<file path="src/rtl/inst_buffer.sv">
// Instruction buffer between fetch (up to 4 pushes per cycle) and decode (up to 2 pops per cycle).
// Circular store of DEPTH entries with head/tail pointers and an occupancy count.
module inst_buffer #(
    parameter int DEPTH_LOG2 = 4,
    parameter int DATA_WD    = 66
) (
    input  logic                    clk,
    input  logic                    resetn,
    input  logic                    flush_IB,
    input  logic [4*DATA_WD-1:0]    if1_to_ib,
    input  logic [2:0]              push_num,
    output logic [DEPTH_LOG2:0]     can_push_size,
    output logic [2*DATA_WD-1:0]    ib_to_id,
    output logic [1:0]              ib_valid,
    input  logic [1:0]              pop_num
);

    localparam int DEPTH = 1 << DEPTH_LOG2;

    logic [DATA_WD-1:0]    mem_q [DEPTH];
    logic [DEPTH_LOG2-1:0] head_q, head_d;
    logic [DEPTH_LOG2-1:0] tail_q, tail_d;
    logic [DEPTH_LOG2:0]   count_q, count_d;

    logic [2:0]            push_req;
    logic [DEPTH_LOG2+1:0] push_sum;
    logic                  push_ok;
    logic [2:0]            push_amt;
    logic [1:0]            pop_req;
    logic [1:0]            pop_amt;
    logic                  wr_en;

    // Push/pop contract: fetch offers push_num slots and the whole group is taken
    // only if it fits in the pre-edge occupancy; otherwise nothing is stored.
    // Decode takes pop_num entries, clipped to what is live. Both apply at the edge.
    always_comb begin
        push_req = (push_num > 3'd4) ? 3'd0 : push_num;
        push_sum = (DEPTH_LOG2+2)'(count_q) + (DEPTH_LOG2+2)'(push_req);
        push_ok  = (push_req != 3'd0) && (push_sum <= (DEPTH_LOG2+2)'(DEPTH));
        push_amt = push_ok ? push_req : 3'd0;
        pop_req  = (pop_num == 2'd3) ? 2'd2 : pop_num;
        pop_amt  = (count_q < (DEPTH_LOG2+1)'(pop_req)) ? count_q[1:0] : pop_req;
        wr_en    = push_ok && !flush_IB;

        head_d   = head_q + DEPTH_LOG2'(pop_amt);
        tail_d   = tail_q + DEPTH_LOG2'(push_amt);
        count_d  = count_q + (DEPTH_LOG2+1)'(push_amt) - (DEPTH_LOG2+1)'(pop_amt);
        if (flush_IB) begin
            head_d  = '0;
            tail_d  = '0;
            count_d = '0;
        end
    end

    always_ff @(posedge clk or negedge resetn) begin
        if (!resetn) begin
            head_q  <= '0;
            tail_q  <= '0;
            count_q <= '0;
        end else begin
            head_q  <= head_d;
            tail_q  <= tail_d;
            count_q <= count_d;
        end
    end

    // Entry storage carries no reset; stale contents are masked by the count.
    always_ff @(posedge clk) begin
        for (int i = 0; i < 4; i++) begin
            if (wr_en && (i < int'(push_amt))) begin
                mem_q[tail_q + DEPTH_LOG2'(i)] <= if1_to_ib[i*DATA_WD +: DATA_WD];
            end
        end
    end

    assign ib_to_id[0 +: DATA_WD]       = mem_q[head_q];
    assign ib_to_id[DATA_WD +: DATA_WD] = mem_q[head_q + DEPTH_LOG2'(1)];
    assign ib_valid                     = {(count_q >= (DEPTH_LOG2+1)'(2)),
                                           (count_q >= (DEPTH_LOG2+1)'(1))};
    assign can_push_size                = count_q;

endmodule

</file>
<file path="config.mk">
export PLATFORM = sky130hd
export DESIGN_NAME = inst_buffer
export DESIGN_NICKNAME = d
export VERILOG_FILES = /design/src/rtl/inst_buffer.sv
export SDC_FILE = /design/constraint.sdc
export NUM_CORES = 2
export LEC_CHECK = 0
export CORE_MARGIN = 2
export CORE_UTILIZATION = 25
export CTS_BUF_LIST = sky130_fd_sc_hd__clkbuf_4 sky130_fd_sc_hd__clkbuf_8
export CTS_CLUSTER_SIZE = 25
export DETAILED_ROUTE_END_ITERATION = 7
export PLACE_DENSITY = 0.42
export SLEW_MARGIN = 15
export SYNTH_ARGS = -nofsm -noshare
export SYNTH_HDL_FRONTEND = slang
export SYNTH_SLANG_ARGS = --single-unit
</file>
<file path="constraint.sdc">
create_clock -name clk -period 17.4 [get_ports clk]
set_input_delay 3.48 -clock clk [delete_from_list [all_inputs] [get_ports clk]]
set_output_delay 3.48 -clock clk [all_outputs]
set_load 0.1 [all_outputs]
</file>
==> impl_metrics.toml <==
[grt]
global_route_wire_length_before_repair_um = 641000
globalRouteOverflowTotal = 0
grt_pass1_vias = 71500
globalRouteTotalUtil_pct = 28.3
grt_max_degree = 181
initial_antenna_violation_count = 75

[final_layout]
post_route_cells_drive_above_1_share_pct = 19.1
fillers = 32700
instances_no_fill = 10900
fin_nets = 6812
final_cell_area_um2 = 91700
area_grow_syn2layout_pct = 14.2

[pwr]
ir_worst_vdd_v = 0.000227
p_int_mw = 6.83
pwr-share-comb_pct = 57.1
clock_power_share_pct = 19.8
sw_frac_of_total_pct = 50.0
seq_power_share_pct = 23.1
switching_power_mw = 6.84
power_per_cell_area_nw_per_um2 = 149
cellLeakagePower_nw = 30.2

[logic_synthesis]
synth-warning-count = 0
gate_count_post_synth = 6814
ys_seq_area_share_pct = 39.9
synth_cell_types = 61
synth_ff_type = "sky130_fd_sc_hd__edfxtp_1"
ys_seq_elements = 1069
netlist.area_leader.share_pct = 39.5
yosys-top-cells-area = "sky130_fd_sc_hd__edfxtp_1 (40%), sky130_fd_sc_hd__mux4_2 (19%), sky130_fd_sc_hd__mux2i_1 (13%), sky130_fd_sc_hd__o32ai_1 (5.7%), sky130_fd_sc_hd__a21oi_1 (3.7%)"
post_synth_instance_area_um2 = 80200
netlist_top_cells_count = "sky130_fd_sc_hd__edfxtp_1 (1056), sky130_fd_sc_hd__mux2i_1 (1056), sky130_fd_sc_hd__clkbuf_1 (798)"
synthesis.nets = 7111
post_synth.cell_area_avg_um2 = 11.8
yosys.area.top_type = "sky130_fd_sc_hd__edfxtp_1"
synth_edf_count = 1056
asyncSetResetFlopFracSynth_pct = 1.22

[cts]
ctsHtreeMaxLevel = 4
clkSinkCount = 1069
clk_pin_slew_ns = 0.06
root_buffer = "sky130_fd_sc_hd__clkbuf_8"
total_clock_buffers_created_by_cts = 219
tritoncts_clock_tree = "yes"
holdBufCountCts = 0
ctsLongestPathBuffers = 4
cts_setup_buffers = 0
postCtsResizedCells = 0
insertion_delay_ns = 1.05

[setup_path]
critPathCapture = "ib_to_id[29]"
crit_fanout = 49
setup.worst_path.end_class = "output port"
crit_start = "head_q[1]"
rr_endpoint = "mem_q[4][51]"
arrival_time_worst_endpoint_ns = 6.69
timing_worst_setup_path_type = "reg2out"
critPathLaunchType = "flop"
reg2reg_setup_slack_ns = 10.84
cp.required_ns = 13.92
regToRegStartpoint = "tail_q[1]"
r2r.worst_path.cells = 11

[sta]
rsz_0062_raised_after_global_routing = "false"
finalSetupViolCount = 0
max_slew.worst_pin.slew_ns = 1.31
final.period_utilization_pct = 58.4
timing.clock.skew_ns = 0.0710
layout_setup_ws_ns = 7.23
slew_headroom_pct = 12.5
fmaxAchievable_ghz = 0.0983
setup_total_negative_slack_ns = 0
finalCriticalPeriod_ns = 10.17
hold_violations = 0
report.final.slew_viol_count = 0

[placed_design]
setup_slack_placement_ns = 7.77
place.detailed.instances = 10500
placement.io_buffers = 410
dp_hpwl_um = 263000
placed_area_um2 = 87500
gp_routability_congestion = 0.878

[floorplan]
die_y_um = 571
initial_utilization_pct = 25.1
rows = 208
floorplan.core_area_um2 = 320000
fp.dieW_um = 571
design.portCount = 411
die_area_um2 = 326000

[detailed_routing]
detail_route.iter0.violations = 11200
ant_nets = 0
dr.pass1.iters = 6
routed_wire_length_per_instance_um = 43.7
routed-via-count = 73500
viasPerCell = 6.73
routed_wirelength_um = 477000
drc_errors = 0

[hold_path]
timing.hold.worst.class = "reg2reg"

[job]
drv_cap = 0

[outcome]
status = "finished clean"
[kinds of logic (layout without fill, tap and decap cells)]
logic type      Yosys count  after routing  synth area share, %
buf+inv                1161           1036                 5.78
xor+xnor                 15             15                0.164
fa+ha+maj                25             25                0.437
mux                    1716           1716                 31.7
other cells               0             34                    0
simple gates           1142           1142                 7.09
flops                  1069           1069                 39.9
compound gates         1686           1686                 14.9
[layout by cell type (no fill, tap or decap), types with 58 or more instances in the layout]
master / count
sky130_fd_sc_hd__a211oi_1: 396
sky130_fd_sc_hd__a21oi_1: 592
sky130_fd_sc_hd__a221oi_1: 78
sky130_fd_sc_hd__buf_4: 182
sky130_fd_sc_hd__clkbuf_4: 60
sky130_fd_sc_hd__clkbuf_8: 225
sky130_fd_sc_hd__clkdlybuf4s50_1: 408
sky130_fd_sc_hd__clkinv_1: 78
sky130_fd_sc_hd__edfxtp_1: 1056
sky130_fd_sc_hd__mux2i_1: 1056
sky130_fd_sc_hd__mux4_2: 660
sky130_fd_sc_hd__nor2_1: 427
sky130_fd_sc_hd__nor3_1: 268
sky130_fd_sc_hd__nor4_1: 227
sky130_fd_sc_hd__o32ai_1: 524
sky130_fd_sc_hd__o41ai_1: 58
[critical path, cell delays in order, from the launching register on]
cell and delay, ns:
sky130_fd_sc_hd__dfrtp_4 0.91, sky130_fd_sc_hd__buf_4 0.78, sky130_fd_sc_hd__buf_4 0.81, sky130_fd_sc_hd__buf_6 0.68
sky130_fd_sc_hd__mux4_2 0.65, sky130_fd_sc_hd__mux4_2 0.53, sky130_fd_sc_hd__clkdlybuf4s50_1 0.99
[how the worst min path moves through the flow]
stage                     slack, ns             start          endpoint  depth (start not counted)
after global routing           0.88  can_push_size[4]  can_push_size[4]                          4
after detailed placement       0.81  can_push_size[4]  can_push_size[4]                          4
after CTS                      0.83  can_push_size[4]  can_push_size[4]                          4
after global placement         0.80  can_push_size[4]  can_push_size[4]                          4
after floorplan                0.58         tail_q[0]         tail_q[0]                          2
final                          0.85  can_push_size[4]  can_push_size[4]                          4
[per-layer routing]
| layer | vias up | wire (µm) | track usage [%] | part of all wire [%] |
|---|---|---|---|---|
| met1 | 38400 | 185000 | 36.4 | 39 |
| met4 | 36 | 29500 | 15.9 | 6.2 |
| li1 | 27500 | - | - | - |
| met5 | - | 227 | 0 | 0.048 |
| met2 | 6010 | 208000 | 42.3 | 43 |
| met3 | 1497 | 54600 | 8.08 | 11 |
[layout make-up]
type                       count  area [µm²]  area share [%]
antenna                       34        85.1          0.0928
multi-input combinational   4584       44300            48.4
clock inverter               110         552           0.602
clock buffer                 285        3550            3.87
sequential                  1069       32100            35.0
tap                         4200        5260            5.73
inverter                      38         143           0.156
timing repair buffer         603        5700            6.22
[power groups by stage]
stage | Combinational, mW | Clock, mW | Sequential, mW
after floorplan | 5.39 | 0 | 3.13
final | 7.81 | 2.71 | 3.15
after global routing | 7.98 | 2.81 | 3.17
after detailed placement | 7.75 | 0 | 3.20
after CTS | 7.79 | 2.72 | 3.15
after global placement | 7.74 | 0 | 3.20
[sequential cells by signal, summed over array words and instances (netlist names)]
signal	cells
mem_q	1056
head_q	4
can_push_size	5
tail_q	4
[stage by stage]
step                util [%]  hold slack, ns  power (mW)
CTS                     28.6           0.835        13.7
global placement        27.3           0.804        10.9
finish                  28.6           0.849        13.7
detailed placement      27.3           0.807        11.0
global route            28.6           0.883        14.0
floorplan                  -           0.580        8.51
Note: power is estimated with default switching activity, not from simulation.
